`src/rtl/mmc_spi_master.sv`:
```
// mmc_spi_master: SPI mode-0 master sending 16-bit frames {rw, addr[6:0], data[7:0]} with a valid/ready command port.
// Define MMC_SPI_MASTER_BURST_EN to add cmd_last and address-auto-increment byte bursts within one CSB window.
module mmc_spi_master #(
   parameter int DIV = 4,
   parameter int AW  = 7
) (
   input  logic          clk,
   input  logic          rst_n,
   input  logic          cmd_valid,
   output logic          cmd_ready,
   input  logic          cmd_rw,
   input  logic [AW-1:0] cmd_addr,
   input  logic [7:0]    cmd_wdata,
`ifdef MMC_SPI_MASTER_BURST_EN
   input  logic          cmd_last,
`endif
   output logic          done,
   output logic [7:0]    rdata,
   output logic          busy,
   output logic          SCLK,
   output logic          CSB,
   output logic          MOSI,
   input  logic          MISO
);
   if (DIV < 2 || DIV > 255 || AW != 7) begin : g_bad_param
      $error("mmc_spi_master: DIV must be 2..255 and AW must be 7");
   end

   typedef enum logic [1:0] {IDLE, SETUP, SHIFT, GAP} state_t;
   localparam logic [7:0] DEND = 8'(DIV - 1);

   state_t      state;
   logic [7:0]  dc;
   logic [4:0]  bc;
   logic [15:0] sr;
   logic        last;
   logic        last_in;
   logic        half_end;

`ifdef MMC_SPI_MASTER_BURST_EN
   assign last_in = cmd_last;
`else
   assign last_in = 1'b1;
`endif
   assign half_end = dc == DEND;

   // sr shifts MOSI bits out of the top and MISO samples in at the bottom on each rising SCLK
   always_ff @(posedge clk or negedge rst_n) begin
      if (!rst_n) begin
         state     <= IDLE;
         dc        <= 8'd0;
         bc        <= 5'd0;
         sr        <= 16'd0;
         last      <= 1'b1;
         cmd_ready <= 1'b0;
         busy      <= 1'b0;
         done      <= 1'b0;
         rdata     <= 8'd0;
         SCLK      <= 1'b0;
         CSB       <= 1'b1;
         MOSI      <= 1'b0;
      end else begin
         done <= 1'b0;
         case (state)
            IDLE: begin
               if (cmd_valid && cmd_ready) begin
                  state     <= SETUP;
                  cmd_ready <= 1'b0;
                  busy      <= 1'b1;
                  CSB       <= 1'b0;
                  dc        <= 8'd0;
                  bc        <= 5'd0;
                  sr        <= {cmd_rw, cmd_addr, cmd_wdata};
                  MOSI      <= cmd_rw;
                  last      <= last_in;
               end else begin
                  cmd_ready <= 1'b1;
               end
            end
            SETUP: begin
               dc <= half_end ? 8'd0 : dc + 8'd1;
               if (half_end) begin
                  state <= SHIFT;
                  SCLK  <= 1'b1;
                  sr    <= {sr[14:0], MISO};
               end
            end
            SHIFT: begin
               dc <= half_end ? 8'd0 : dc + 8'd1;
               // one-cycle ready window ending exactly at the byte boundary
               cmd_ready <= bc == 5'd15 && !SCLK && dc == DEND - 8'd1 && !last;
               if (half_end && SCLK) begin
                  SCLK <= 1'b0;
                  MOSI <= bc == 5'd15 ? 1'b0 : sr[15];
               end else if (half_end && bc != 5'd15) begin
                  SCLK <= 1'b1;
                  bc   <= bc + 5'd1;
                  sr   <= {sr[14:0], MISO};
               end else if (half_end) begin
                  done  <= 1'b1;
                  rdata <= sr[7:0];
                  if (cmd_valid && cmd_ready) begin
                     state <= SETUP;
                     bc    <= 5'd8;
                     sr    <= {cmd_wdata, 8'h00};
                     MOSI  <= cmd_wdata[7];
                     last  <= last_in;
                  end else begin
                     state <= GAP;
                     CSB   <= 1'b1;
                  end
               end
            end
            GAP: begin
               dc <= half_end ? 8'd0 : dc + 8'd1;
               if (half_end) begin
                  state     <= IDLE;
                  cmd_ready <= 1'b1;
                  busy      <= 1'b0;
               end
            end
         endcase
      end
   end
endmodule
```
`config.mk`:
```
export PLATFORM = sky130hd
export DESIGN_NAME = mmc_spi_master
export DESIGN_NICKNAME = d
export VERILOG_FILES = /design/src/rtl/mmc_spi_master.sv
export SDC_FILE = /design/constraint.sdc
export NUM_CORES = 1
export LEC_CHECK = 0
export ABC_AREA = 1
export CORE_ASPECT_RATIO = 1.4
export CORE_MARGIN = 2
export CORE_UTILIZATION = 35
export CTS_CLUSTER_DIAMETER = 200
export DETAILED_ROUTE_END_ITERATION = 7
export PLACE_DENSITY = 0.67
export SYNTH_ARGS = -nofsm -noshare
export SYNTH_HDL_FRONTEND = slang
export SYNTH_SLANG_ARGS = --single-unit
```
`constraint.sdc`:
```
create_clock -name clk -period 2.52 [get_ports clk]
set_clock_uncertainty 0.15 [all_clocks]
set_input_delay 0.756 -clock clk [delete_from_list [all_inputs] [get_ports clk]]
set_output_delay 0.756 -clock clk [all_outputs]
set_load 0.01 [all_outputs]
```
==> metrics, run 1 <==
Layout area overhead 19.98%; global route total overflow 0; crit end category output pin; share of cells above drive strength 1 9.832%; Worst VDD drop 0.5870 mV; GP Congestion 0.8368; Seq/Total Area, Yosys 42.35%; register-to-register setup slack 0.33 ns; antenna cell count 0; CP max stage cell dfstp_2; detailed placement HPWL 4619 um; top-count cell post-synth nand2_1; routed len/inst 11.41 um; Peak Freq 442.0 MHz; Yosys cell types 36; crit path from CSB; max incr delay on CP 0.54 ns; first-pass GRT wire length 10,260 um; CTS sink count 46; CP bufs+invs 1; Resized Gates After CTS 0; Yosys top cell area share 40.42%; via count 2,383; IO buf count 33; Rows 38; CTS root buffer clkbuf_8; largest cells by area after synthesis dfrtp_1 40%, nand2_1 22%, inv_1 6.5%, nand3_1 4.0%, nor2_1 3.9%; worst-path cell chain clkdlybuf4s50_1; Initial DRC Count 32; CTS Buffer Depth 2; area of the multi-input gates 0.001320 sq mm; Slew Limit Fails 0; top cells by count, synth 161 x nand2_1, 47 x inv_1, 44 x dfrtp_1; number of CTS-inserted buffers 5; die area 0.008514 sq mm; post-synthesis xor/xnor area fraction 1.608%; Yosys Warn Count 0; Worst Max-Slew Pin Slew 0.4493 ns; FF/Latch Area 0.001154 sq mm; Async SR Flop Fraction 100.0%; DR vias/cell 4.609; fill count 779; Die H 108.4 um; FF-to-FF Start bc[0]; Synth Area in Adders 3.675%; hold crit path type primary input to async pin; DR pass1 iterations 4; CTS clk-pin slew, worst paths 0.09 ns; # nets final 444; crit path DAT 1.36 ns; crit path kind flop to output pin; Synth Area in Simple Gates 38.03%; core area 0.007655 sq mm; Inst Count DP 509; non-filler cells in the finished layout 517; Antenna Nets Post-Route 0; Setup violations, final 0; Leak 1.768 nW; total track usage 15.13%; Setup Buffers After CTS 0; Die W 78.56 um; fin crit period 2.262 ns; worst-skew pair later-pin latency 0.30 ns; Rel. slew slack 70.04%; synthesized area 0.002724 sq mm; Critical Path Fanout Max 2; Largest delay share family, worst path flip-flops; Post-Synthesis Net Count 405; H-tree levels 2; mux share of post-synthesis cell area 0%; nature of the critical path startpoint flop; CTS tree built; DRC 0; vias in the first global route 2,384; starting density of the core 35.58%; Worst EP required 1.61 ns; period utilization 89.78%; Synth area leader dfrtp_1; Post-DP Area 0.003173 sq mm; RSZ-0062 raised after global routing no; number of synthesized flops with an enable pin 0; pin count of the biggest net entering global routing 26; number of hold buffers added after cts 0; Final Hold Violating Endpoints 0; post-synthesis compound-gate area fraction 5.145%; syn avg cell area 7.225 sq um; Primary FF master, synth dfrtp_1; Yosys reg bits 46; initial antenna violation count 0; PD cells 1130 mW/mm^2; main combinational cell family by area after synthesis simple AND/OR/NAND/NOR gates; final WL 5900 um; num ports 34; Syn Inst Count 377; Max Cap Violations 0; final instance area 0.003268 sq mm; status finished, final reports clean
==> worst paths after layout <==
path	endpoint	cells past startpoint
setup / recovery	CSB	1
hold / removal	cmd_ready	1
setup reg to reg	sr[6]	13
hold reg to reg	CSB	2
max in group asynchronous	CSB	2
min in group clk	CSB	2
==> final cells by class <==
class / instances / share of cell area [%]
multi-input cells: 272 / 40.39
well taps: 100 / 3.828
repair buffers: 41 / 11.79
flip-flops and latches: 46 / 35.30
clock buffers: 6 / 2.527
clock inverters: 2 / 0.3828
inverters: 50 / 5.781
==> placed cells by master, fill, tap and decap left out, types with 2 or more instances in the layout <==
cell type        netlist  final
nor2_1                28     28
dfstp_2                2      2
o21ai_0                6      6
nor2_4                 2      2
clkdlybuf4s50_1        0     32
nand3_1               22     22
clkbuf_8               0      6
buf_4                  1      8
nand2_1              161    161
nor3_1                 2      2
xor2_1                 4      4
nor2_2                 6      6
a21oi_1                3      3
nand2_2                3      3
nor2_8                 2      2
nand4_1                6      6
o21ai_1                2      2
dfrtp_1               44     44
clkinv_2               1      2
nand2_4                3      3
o22ai_1                5      5
ha_1                   8      8
inv_1                 47     47
==> layer usage <==
metal | part of all wire [%] | track usage [%] | wire [um] | up-vias
met2 | 53 | 27.84 | 3120 | 39
met4 | 1.9 | 6.516 | 113 | 0
met1 | 42 | 17.13 | 2504 | 1104
met5 | 0 | 0 | 0 | -
met3 | 2.7 | 2.337 | 162 | 10
li1 | - | - | - | 1230
==> report_power, final <==
| group | leakage [nW] | total (mW) | internal (mW) | switching, mW |
|---|---|---|---|---|
| logic | 1.13 | 2.05 | 0.732 | 1.32 |
| clock network | 0.0472 | 0.479 | 0.221 | 0.258 |
| registers | 0.595 | 1.16 | 0.976 | 0.185 |
| total | 1.77 | 3.69 | 1.93 | 1.76 |
==> kinds of logic (layout without fill, tap and decap cells) <==
| family | after synthesis | count (layout) |
|---|---|---|
| xor+xnor | 5 | 5 |
| compound gates | 22 | 22 |
| simple gates | 237 | 237 |
| buf+inv | 59 | 99 |
| fa+ha+maj | 8 | 8 |
| flops | 46 | 46 |
==> state kept, by name, indices dropped and copies added, names as in the netlist <==
name and cells:
CSB 1, MOSI 1, SCLK 1, bc 5, busy 1, cmd_ready 1
dc 8, done 1, last 1, rdata 8, sr 16, state 2
==> per-stage QoR <==
step	utilization (%)	hold slack [ns]	setup TNS (ns)	setup WS, ns	total power, mW
after floorplan	-	0.2940	0	0.6424	2.782
after global placement	41.45	0.3078	0	0.05215	3.194
after detailed placement	41.45	0.3134	-0.005652	-0.005093	3.243
after CTS	42.69	0.2280	0	0.2392	3.734
after global routing	42.69	0.2440	0	0.1367	4.072
final	42.69	0.2192	0	0.2576	3.692
No activity file was read; power rests on OpenSTA's default activity.
==> run 2: changes to the inputs <==
- CTS_BUF_LIST: unset -> sky130_fd_sc_hd__clkbuf_16
==> run 2 against run 1 <==
Compared with the run above:
- sequential power hardly changed
- utilization is 0.60 points higher
- largest cell class unchanged
- cell area is 1.4% higher
- combinational power hardly changed
- critical path type unchanged
- wire length is 1.9% higher
- fmax is 0.87% higher
- largest power group unchanged
- sequential share of layout area is 0.49 points lower
- register-to-register slack hardly changed
==> metrics, run 2 (synthesis gave the netlist of run 1 again) <==
status finished, final reports clean (unchanged); final WL 6014 um (was 5900 um); via count 2,384 (was 2,383); overall power 3.867 mW (was 3.692 mW); Post-DP Area 0.003173 sq mm (unchanged); Worst Max-Slew Pin Slew 0.4467 ns (was 0.4493 ns); Final Hold Violating Endpoints 0 (unchanged); worst hold margin 0.2382 ns (was 0.2192 ns); number of CTS-inserted buffers 5 (unchanged); total track usage 15.29% (was 15.13%); non-filler cells in the finished layout 517 (unchanged); DR pass1 iterations 4 (unchanged); CTS sink count 46 (unchanged); Largest delay share family, worst path flip-flops (unchanged); crit path from CSB (unchanged); hold crit path type primary input to async pin (unchanged); initial antenna violation count 0 (unchanged); max reg flops 16 (unchanged); worst-path cell chain clkdlybuf4s50_1 (unchanged); Rows 38 (unchanged); Setup violations, final 0 (unchanged); share of cells above drive strength 1 9.592% (was 9.832%); crit end category output pin (unchanged); fin util 43.30% (was 42.69%); Worst VDD drop 0.5268 mV (was 0.5870 mV); met3 WL 160 um (was 162 um); CTS tree built (unchanged); DR top layer met4 (unchanged); number of hold buffers added after cts 0 (unchanged); GP Congestion 0.8368 (unchanged); Metal-1 WL 2582 um (was 2504 um); FF-to-FF Start bc[0] (unchanged); period utilization 89.00% (was 89.78%); fin crit period 2.243 ns (was 2.262 ns); CTS clk-pin slew, worst paths 0.07 ns (was 0.09 ns); antenna cell count 0 (unchanged); Critical Path Fanout Max 2 (unchanged); max incr delay on CP 0.53 ns (was 0.54 ns); Layout area overhead 21.68% (was 19.98%); worst-skew pair later-pin latency 0.29 ns (was 0.30 ns); nature of the critical path startpoint flop (unchanged); crit path DAT 1.34 ns (was 1.36 ns); Inst Count DP 509 (unchanged); routed wl met2 3182 um (was 3120 um); fill count 775 (was 779); starting density of the core 35.58% (unchanged); Die H 108.4 um (unchanged); detailed placement HPWL 4619 um (unchanged); CTS root buffer clkbuf_16 (was clkbuf_8); DRC 0 (unchanged); Initial DRC Count 52 (was 32); CP bufs+invs 1 (unchanged); # nets final 444 (unchanged); PD cells 1167 mW/mm^2 (was 1130 mW/mm^2); DR vias/cell 4.611 (was 4.609); H-tree levels 2 (unchanged); IO buf count 33 (unchanged); Antenna Nets Post-Route 0 (unchanged); first-pass GRT wire length 10,330 um (was 10,260 um); top flop regs sr x16, dc x8, rdata x8 (unchanged); pin count of the biggest net entering global routing 26 (unchanged); Peak Freq 445.9 MHz (was 442.0 MHz); die area 0.008514 sq mm (unchanged); core area 0.007655 sq mm (unchanged); CTS Buffer Depth 2 (unchanged); most frequent cells in the layout 161 x nand2_1, 47 x inv_1, 44 x dfrtp_1, 32 x clkdlybuf4s50_1, 28 x nor2_1 (unchanged); crit path kind flop to output pin (unchanged); Slew Limit Fails 0 (unchanged); Resized Gates After CTS 0 (unchanged); final instance area 0.003314 sq mm (was 0.003268 sq mm); most common cell after layout, fill and taps aside nand2_1 (unchanged); Leak 1.788 nW (was 1.768 nW); num ports 34 (unchanged); Largest Register sr (unchanged); global route total overflow 0 (unchanged); Die W 78.56 um (unchanged); Rel. slew slack 70.22% (was 70.04%); Max Cap Violations 0 (unchanged); RSZ-0062 raised after global routing no (unchanged); CP max stage cell dfstp_2 (unchanged); Worst EP required 1.61 ns (about the same); Setup Buffers After CTS 0 (unchanged); vias in the first global route 2,389 (was 2,384); routed len/inst 11.63 um (was 11.41 um)
## run 2: cell types whose count changed in the layout (fill, tap and decap cells not counted), sizes merged
cell,change
clkbuf,-1
clkinv,+1
## run 2: worst reg2reg max path: stages (launching register included)
cell      delay (ns)
dfrtp_1         0.39
ha_1            0.20
nand2_1         0.07
nor2_1          0.10
ha_1            0.17
inv_1           0.07
nand2_4         0.18
nand2_2         0.08
nand2_2         0.09
clkinv_2        0.07
nand2_4         0.23
inv_2           0.14
nand2_1         0.10
nand2_1         0.05
## run 2: layout make-up
| type | instances | area (sq um) | area share [%] |
|---|---|---|---|
| sequential | 46 | 1154 | 34.81 |
| multi-input combinational | 272 | 1320 | 39.83 |
| inverter | 50 | 188.9 | 5.700 |
| timing repair buffer | 41 | 385.4 | 11.63 |
| clock buffer | 5 | 125.1 | 3.775 |
| tap | 100 | 125.1 | 3.775 |
| clock inverter | 3 | 16.27 | 0.4908 |
## run 2: path summary, 6_finish.rpt
kind                            slack, ns  depth (start not counted)         to
worst max-delay path                 0.28                          1        CSB
worst min-delay path                 0.24                          1  cmd_ready
worst max register to register       0.33                         13      sr[0]
worst min register to register       0.32                          2        CSB
max in group asynchronous            1.38                          2        CSB
min in group clk                     0.32                          2        CSB
## run 2: stage by stage
stage | setup slack [ns] | TNS (ns)
6_report | 0.2773 | 0
5_1_grt | 0.1310 | 0
4_1_cts | 0.2656 | 0
2_1_floorplan | 0.6424 | 0
3_5_place_dp | -0.005093 | -0.005652
3_3_place_gp | 0.05215 | 0
## run 2: where the power goes
group	total [mW]	switching, mW	internal, mW
clock	0.641	0.279	0.362
sequential	1.17	0.187	0.978
combinational	2.06	1.33	0.733
## run 2: routing by layer
| layer | up-vias | GRT usage, % |
|---|---|---|
| li1 | 1234 | - |
| met1 | 1104 | 17.20 |
| met2 | 37 | 28.33 |
| met3 | 9 | 2.504 |
| met4 | 0 | 6.266 |
| met5 | - | 0 |
==> run 3: changes to the inputs <==
- GPL_TIMING_DRIVEN: unset -> 0
==> run 3 against run 2 <==
Compared with the run above:
- utilization up 0.65 points
- clock-buffer cell count stayed put
- wire length decreased by 2.7%
- largest cell class unchanged
- non-clock buffer count is 2 higher
- critical path type is now primary input to flop
- worst hold slack improved by 0.028 ns
- largest power group unchanged
- critical path depth is 9 higher
- combinational power up 4%
- sequential power is essentially flat
==> metrics, run 3 (synthesis gave the netlist of run 1 again) <==
Antenna Nets Post-Route 0 (unchanged); Die H 108.4 um (unchanged); num ports 34 (unchanged); number of hold buffers added after cts 0 (unchanged); period utilization 93.20% (was 89.00%); Max Cap Violations 0 (unchanged); fin util 43.95% (was 43.30%); starting density of the core 35.58% (unchanged); worst hold margin 0.2662 ns (was 0.2382 ns); CTS clk-pin slew, worst paths 0.07 ns (about the same); CTS Buffer Depth 2 (unchanged); H-tree levels 2 (unchanged); global route total overflow 0 (unchanged); worst-path cell chain clkdlybuf4s50_1 > nand2_1 > inv_1 > nor2_1 > inv_1 > nand3_1 > nor2_2 > inv_1 > nand2_1 > o21ai_0 (was clkdlybuf4s50_1); Worst Setup EP bc[4] (was CSB); Layout area overhead 23.52% (was 21.68%); crit end category flop (was output pin); most common cell after layout, fill and taps aside nand2_1 (unchanged); hold crit path type primary input to async pin (unchanged); CTS tree built (unchanged); crit path DAT 2.36 ns (was 1.34 ns); Resized Gates After CTS 0 (unchanged); Worst VDD drop 0.7662 mV (was 0.5268 mV); pin count of the biggest net entering global routing 29 (was 26); routed len/inst 11.28 um (was 11.63 um); Peak Freq 425.8 MHz (was 445.9 MHz); crit path kind primary input to flop (was flop to output pin); Leak 1.801 nW (was 1.788 nW); final worst slack 0.1713 ns (was 0.2773 ns); DR vias/cell 4.593 (was 4.611); max reg flops 16 (unchanged); worst slack, placed -0.1222 ns (was -0.005093 ns); Worst Max-Slew Pin Slew 0.4761 ns (was 0.4467 ns); status finished, final reports clean (unchanged); share of cells above drive strength 1 9.308% (was 9.592%); end of the worst register-to-register path bc[4] (was sr[0]); Slew Limit Fails 0 (unchanged); top flop regs sr x16, dc x8, rdata x8 (unchanged); max incr delay on CP 0.47 ns (was 0.53 ns); total track usage 15.62% (was 15.29%); r2r worst-path depth 10 (was 13); Largest Register sr (unchanged); final WL 5852 um (was 6014 um); Setup violations, final 0 (unchanged); register-to-register setup slack 0.35 ns (was 0.33 ns); initial antenna violation count 0 (unchanged); # nets final 446 (was 444); PD cells 1208 mW/mm^2 (was 1167 mW/mm^2); number of CTS-inserted buffers 5 (unchanged); most used cell, CP inv_1; DR pass1 iterations 4 (unchanged); most frequent cells in the layout 161 x nand2_1, 47 x inv_1, 44 x dfrtp_1, 32 x clkdlybuf4s50_1, 28 x nor2_1 (unchanged); Final Hold Violating Endpoints 0 (unchanged); non-filler cells in the finished layout 519 (was 517); GP Congestion 0.8415 (was 0.8368); Initial DRC Count 82 (was 52); via count 2,384 (unchanged); CTS sink count 46 (unchanged); detailed placement HPWL 4543 um (was 4619 um); fin crit period 2.349 ns (was 2.243 ns); Inst Count DP 511 (was 509); FF-to-FF Start state[0] (was bc[0]); core area 0.007655 sq mm (unchanged); antenna cell count 0 (unchanged); CTS root buffer clkbuf_16 (unchanged); DRC 0 (unchanged); Rel. slew slack 68.26% (was 70.22%); IO buf count 33 (unchanged); Die W 78.56 um (unchanged); Critical Path Fanout Max 8 (was 2); RSZ-0062 raised after global routing no (unchanged); nature of the critical path startpoint primary input (was flop); die area 0.008514 sq mm (unchanged); CP max stage cell clkdlybuf4s50_1 (was dfstp_2); first-pass GRT wire length 10,690 um (was 10,330 um); vias in the first global route 2,449 (was 2,389); Fin Setup TNS 0 ns (unchanged); Setup Buffers After CTS 0 (unchanged); worst-skew pair later-pin latency 0.29 ns (about the same); Rows 38 (unchanged); crit path from cmd_valid (was CSB); Worst EP required 2.54 ns (was 1.61 ns)
## run 3: area by class of cell
class | count | area (sq um)
timing repair buffer | 34 | 345.3
buffer | 9 | 61.31
inverter | 50 | 188.9
sequential | 46 | 1154
clock inverter | 3 | 45.04
multi-input combinational | 272 | 1320
fill | 790 | 4290
tap | 100 | 125.1
clock buffer | 5 | 125.1
## run 3: worst min-delay path by stage
stage,start,endpoint,slack (ns)
after floorplan,last,last,0.29
after global placement,CSB,CSB,0.31
after detailed placement,CSB,CSB,0.31
after CTS,rst_n,MOSI,0.28
after global routing,rst_n,rdata[5],0.30
final,rst_n,MOSI,0.27
## run 3: per-layer routing
metal	track usage (%)	part of all wire [%]	up-vias	wire [um]
met3	2.421	2.5	6	144
met5	0	0	-	0
met2	28.14	52	31	3055
li1	-	-	1232	-
met1	18.82	44	1115	2565
met4	5.263	1.5	0	87
## run 3: power breakdown
part / internal [mW] / total [mW] / switching [mW] / leakage, nW
logic: 0.770 / 2.15 / 1.38 / 1.13
registers: 0.978 / 1.16 / 0.179 / 0.595
clock network: 0.468 / 0.759 / 0.291 / 0.0760
## run 3: critical path, delay by kind of cell
kind,cells,cell delay [ns]
buffers and inverters,4,0.89
and+or+nand+nor,5,0.63
AOI/OAI and AO/OA,1,0.08
## run 3: per-stage QoR
step           cell area (sq um)  power [mW]
5_1_grt                     3364       4.486
4_1_cts                     3364       4.113
2_1_floorplan               2724       2.782
6_report                    3364       4.065
3_3_place_gp                3179       3.287
3_5_place_dp                3194       3.338
